$ cat config.mk
export PLATFORM = sky130hd
export DESIGN_NAME = buzzer_arbiter
export DESIGN_NICKNAME = d
export VERILOG_FILES = /design/src/rtl/buzzer_arbiter.sv
export SDC_FILE = /design/constraint.sdc
export NUM_CORES = 1
export LEC_CHECK = 0
export ABC_AREA = 1
export CORE_UTILIZATION = 53
export DETAILED_ROUTE_END_ITERATION = 7
export GPL_TIMING_DRIVEN = 0
export PLACE_DENSITY = 0.72
export SYNTH_ARGS = -nofsm -noshare
export SYNTH_HDL_FRONTEND = slang
export SYNTH_SLANG_ARGS = --single-unit
$ cat constraint.sdc
create_clock -name clk -period 3.6 [get_ports clk]
set_input_delay 0.36 -clock clk [delete_from_list [all_inputs] [get_ports clk]]
set_output_delay 0.36 -clock clk [all_outputs]
set_load 0.05 [all_outputs]
$ cat src/rtl/buzzer_arbiter.sv
// buzzer_arbiter: fixed-priority sharing of the buzzer between music and three SFX; define BUZZER_CHIRP_EN for an octave-up second half of each SFX
module buzzer_arbiter #(
  parameter logic [17:0] SFX0_HALF = 18'd47801,
  parameter logic [17:0] SFX1_HALF = 18'd63776,
  parameter logic [17:0] SFX2_HALF = 18'd75873,
  parameter logic [26:0] SFX_LEN   = 27'd5000000,
  parameter logic [26:0] GAP_CYC   = 27'd200000
) (
  input  logic        clk,
  input  logic        rst,
  input  logic [3:0]  game_state,
  input  logic [17:0] music_half,
  input  logic [2:0]  sfx_req,
  output logic [2:0]  sfx_ack,
  output logic        sfx_busy,
  output logic [1:0]  src_id,
  output logic        beep,
  output logic        sd
);
  typedef enum logic [1:0] {MUSIC, PLAY, GAP} state_t;
  state_t      state;
  logic [1:0]  cur;
  logic [26:0] dur;
  logic [26:0] gap;
  logic [17:0] cnt;
  logic [17:0] prev_half;
  logic [17:0] base_half;
  logic [17:0] sfx_half;
  logic [17:0] half;
  logic [2:0]  eff;
  logic [1:0]  lo;
  logic        can_grant;
  // Requests seen in the ack cycle are masked so a held request is not granted twice
  always_comb begin
    eff       = sfx_req & ~sfx_ack;
    lo        = eff[0] ? 2'd0 : eff[1] ? 2'd1 : 2'd2;
    can_grant = (|eff) && (game_state == 4'd1 || game_state == 4'd3);
    base_half = cur == 2'd0 ? SFX0_HALF : cur == 2'd1 ? SFX1_HALF : SFX2_HALF;
`ifdef BUZZER_CHIRP_EN
    sfx_half  = dur >= (SFX_LEN >> 1) ? base_half >> 1 : base_half;
`else
    sfx_half  = base_half;
`endif
    half      = game_state == 4'd0 ? 18'd0 :
                state == PLAY ? sfx_half :
                (state == MUSIC && game_state == 4'd1) ? music_half : 18'd0;
  end
  // Arbitration FSM: grant/preempt, SFX duration, silence gap, abort on game_state 0
  always_ff @(posedge clk) begin
    if (rst) begin
      state    <= MUSIC;
      cur      <= 2'd0;
      dur      <= 27'd0;
      gap      <= 27'd0;
      sfx_ack  <= 3'b000;
      sfx_busy <= 1'b0;
      src_id   <= 2'd0;
      sd       <= 1'b0;
    end else begin
      sd      <= game_state != 4'd0;
      sfx_ack <= 3'b000;
      if (game_state == 4'd0) begin
        state    <= MUSIC;
        src_id   <= 2'd0;
        sfx_busy <= 1'b0;
      end else if (can_grant && (state == MUSIC || (state == PLAY && lo < cur))) begin
        state    <= PLAY;
        cur      <= lo;
        dur      <= 27'd0;
        sfx_ack  <= 3'b001 << lo;
        src_id   <= lo + 2'd1;
        sfx_busy <= 1'b1;
      end else if (state == PLAY) begin
        dur <= dur + 27'd1;
        if (dur == SFX_LEN - 27'd1) begin
          state    <= (GAP_CYC == 27'd0) ? MUSIC : GAP;
          gap      <= 27'd0;
          src_id   <= 2'd0;
          sfx_busy <= 1'b0;
        end
      end else if (state == GAP) begin
        gap <= gap + 27'd1;
        if (gap == GAP_CYC - 27'd1) state <= MUSIC;
      end
    end
  end
  // Tone generator: reload on half change keeping the level, toggle every half cycles
  always_ff @(posedge clk) begin
    if (rst) begin
      beep      <= 1'b0;
      cnt       <= 18'd0;
      prev_half <= 18'd0;
    end else begin
      prev_half <= half;
      if (half == 18'd0) begin
        beep <= 1'b0;
        cnt  <= 18'd0;
      end else if (half != prev_half) begin
        cnt <= 18'd0;
      end else if (cnt == half - 18'd1) begin
        beep <= ~beep;
        cnt  <= 18'd0;
      end else begin
        cnt <= cnt + 18'd1;
      end
    end
  end
endmodule

==> results.sh <==
export IMPL_cts_made_buffers=9
export IMPL_worstSkewPairLatency_ns=0.36
export IMPL_setup_tns_ns=0
export IMPL_crit_buf_inv=6
export IMPL_drt_iter0_drc=333
export IMPL_cp_start_kind="flop"
export IMPL_dr_pass1_iters=5
export IMPL_path_delay_family="simple AND/OR/NAND/NOR gates"
export IMPL_die_w_um=113
export IMPL_synth_compound_area_share=0.0923
export IMPL_synth_area_um2=6580
export IMPL_yosys_register_bits=102
export IMPL_nets=1061
export IMPL_ys_seq_area_frac=0.311
export IMPL_area_growth_syn_to_layout_pct=13.4
export IMPL_hold_class="in2reg"
export IMPL_hold_violations=0
export IMPL_syn_area_per_cell_um2=6.70
export IMPL_synth_xor_area_frac=0.0546
export IMPL_vias_per_cell=5.19
export IMPL_tritoncts="yes"
export IMPL_route_detailed_drc=0
export IMPL_post_route_min_period_ns=3.34
export IMPL_fp_dieH_um=113
export IMPL_htreeDepth=3
export IMPL_worst_pin_slew_ns=0.498
export IMPL_syn_nets=1017
export IMPL_routed_wl_um=16000
export IMPL_ys_types=47
export IMPL_relSlewSlack=0.665
export IMPL_initial_utilization=0.545
export IMPL_post_route_util=0.618
export IMPL_clockBufferDepth=2
export IMPL_max_freq_mhz=300
export IMPL_grt_pass1_wl_um=26800
export IMPL_grt_util_all_layers=0.264
export IMPL_cts_resized=0
export IMPL_grt_start_max_net_pins=17
export IMPL_rsz0062_at_grt="false"
export IMPL_place_area_um2=7120
export IMPL_cts_sinks=102
export IMPL_drive_gt1_frac=0.105
export IMPL_cp_required_ns=3.85
export IMPL_grt_pass1_vias=5712
export IMPL_ios=35
export IMPL_stdcell_area_um2=7460
export IMPL_hpwl_um=12500
export IMPL_crit_slowest_cell="ha_1"
export IMPL_finClkSkew_ns=0.00817
export IMPL_slowest_delay_ns=0.36
export IMPL_post_cts_buffers=0
export IMPL_holdBufCountCts=0
export IMPL_cts_clk_slew_worst_paths_ns=0.07
export IMPL_fillerInstances=1177
export IMPL_drv_slew=0
export IMPL_core_area_um2=12100
export IMPL_synth_warnings=0
export IMPL_vias=6232
export IMPL_clockRootBuffer="clkbuf_16"
export IMPL_worstSetupPathType="reg2reg"
export IMPL_port_buffers=33
export IMPL_antenna_left=0
export IMPL_cp_cell_sequence="inv_1, ha_1, buf_4, inv_6, buf_6, buf_2, nand3_1, ha_1, xor2_1, nand4_1, nor2_1, nand2_1, nor2_1, nand3_1, nor2_2, nand2_2, nand3b_4, buf_12, nor2_2"
export IMPL_rows=40
export IMPL_wire_per_inst_um=13.4
export IMPL_die_area_um2=12900
export IMPL_arrival_ns=3.59
export IMPL_setup_worst_path_end_class="flop"
export IMPL_antenna_found_initial=1
export IMPL_synth_cells=982
export IMPL_path_max_fanout=10
export IMPL_synthMuxAreaShare=0
export IMPL_leakagePower_nw=2.99
export IMPL_gr_total_overflow=0
export IMPL_powerDensity_nw_per_um2=367
export IMPL_status="completed"
export IMPL_maxCapViolations=0
export IMPL_ir_drop_mv=0.224
export IMPL_synth_top_family_by_area="simple AND/OR/NAND/NOR gates"
export IMPL_yosys_area_share_adder=0.0152
export IMPL_synth_simple_area_share=0.436
export IMPL_period_share=0.927
export IMPL_place_congestion=0.953
export IMPL_setup_violations=0
==> registers in the layout (all words and copies together), names as in the netlist <==
signal / flops
beep: 1
cnt: 18
cur: 2
dur: 27
gap: 27
prev_half: 18
sd: 1
sfx_ack: 3
sfx_busy: 1
src_id: 2
state: 2
==> through the flow <==
step	std cells	hold WS [ns]	total power, mW	setup slack (ns)
after floorplan	982	0.436	1.52	0.861
after global placement	1183	0.452	1.63	0.143
after detailed placement	1183	0.466	1.64	0.115
after CTS	1199	0.386	2.76	0.251
after global routing	1199	0.423	2.86	0.0284
final	1200	0.379	2.74	0.263
==> cells in the final DEF, fill, tap and decap left out, types with 19 or more instances in the layout <==
master / count
dfxtp_1: 102
nand2_2: 21
nor2_4: 19
a21oi_1: 45
nor2_1: 134
inv_1: 113
nand3_1: 59
nand4_1: 39
nor3_1: 34
o21ai_0: 36
nand2_1: 229
xor2_1: 32
clkdlybuf4s50_1: 33
==> report_power, final <==
group	switching [mW]	internal, mW
Sequential	0.00834	1.14
Clock	0.445	0.683
Combinational	0.300	0.164
==> Yosys cell counts (all sizes together) <==
library cell / instances / share of area
nand3b: 5 / 0.0076
buf: 10 / 0.014
nand4: 39 / 0.037
and3: 1 / 0.00095
o211ai: 2 / 0.0044
o21a: 8 / 0.0091
o211a: 1 / 0.0015
or3: 1 / 0.00095
xor2: 32 / 0.043
o21bai: 1 / 0.0011
a2bb2oi: 1 / 0.0013
nor2: 163 / 0.12
a31oi: 2 / 0.0019
ha: 8 / 0.015
o21ai: 41 / 0.033
o21ba: 1 / 0.0015
nor4: 11 / 0.010
nand3: 61 / 0.049
or2: 1 / 0.00095
inv: 123 / 0.072
o2bb2ai: 1 / 0.0013
a21oi: 45 / 0.034
xnor2: 9 / 0.012
nor3b: 1 / 0.0011
nand2: 265 / 0.18
nor3: 34 / 0.026
o22ai: 3 / 0.0029
clkbuf: 9 / 0.0051
clkinv: 1 / 0.00057
dfxtp: 102 / 0.31
==> logic make-up (layout without fill, tap and decap cells) <==
group	count (synthesis)	after routing
other cells	0	1
xor+xnor	41	41
compound gates	106	106
simple gates	582	582
buf+inv	143	192
flops	102	102
fa+ha+maj	8	8
==> worst reg2reg max path, cell delays in order (launching register included) <==
cell	delay, ns
dfxtp_1	0.33
inv_1	0.07
ha_1	0.17
buf_4	0.16
inv_6	0.10
buf_6	0.17
buf_2	0.27
nand3_1	0.24
ha_1	0.36
xor2_1	0.19
nand4_1	0.12
nor2_1	0.13
nand2_1	0.07
nor2_1	0.13
nand3_1	0.11
nor2_2	0.13
nand2_2	0.08
nand3b_4	0.16
buf_12	0.20
nor2_2	0.05
==> final cells by class <==
| type | instances | area, um^2 | share of cell area |
|---|---|---|---|
| clock inverter | 5 | 106 | 0.0143 |
| sequential | 102 | 2040 | 0.274 |
| multi-input combinational | 737 | 3940 | 0.528 |
| tap | 168 | 210 | 0.0282 |
| inverter | 124 | 475 | 0.0637 |
| clock buffer | 11 | 233 | 0.0312 |
| buffer | 19 | 123 | 0.0164 |
| antenna | 1 | 2.50 | 0.000336 |
| timing repair buffer | 33 | 330 | 0.0443 |
==> final timing paths <==
check	start	endpoint	slack, ns	cells past startpoint
min reg2reg	dur[24]$_SDFFE_PP0P_	dur[24]$_SDFFE_PP0P_	0.48	1
max reg2reg	state[1]$_SDFFE_PP0P_	cnt[16]$_SDFF_PP0_	0.26	19
min	rst	gap[26]$_SDFFE_PP0P_	0.38	2
max	state[1]$_SDFFE_PP0P_	cnt[16]$_SDFF_PP0_	0.26	19
==> metal layers <==
layer	vias up	wire length (um)	GRT usage
li1	3257	-	-
met1	2781	7290	0.330
met2	153	7460	0.449
met3	39	765	0.0484
met4	2	519	0.112
met5	-	15	0
Note: power is estimated with default switching activity, not from simulation.
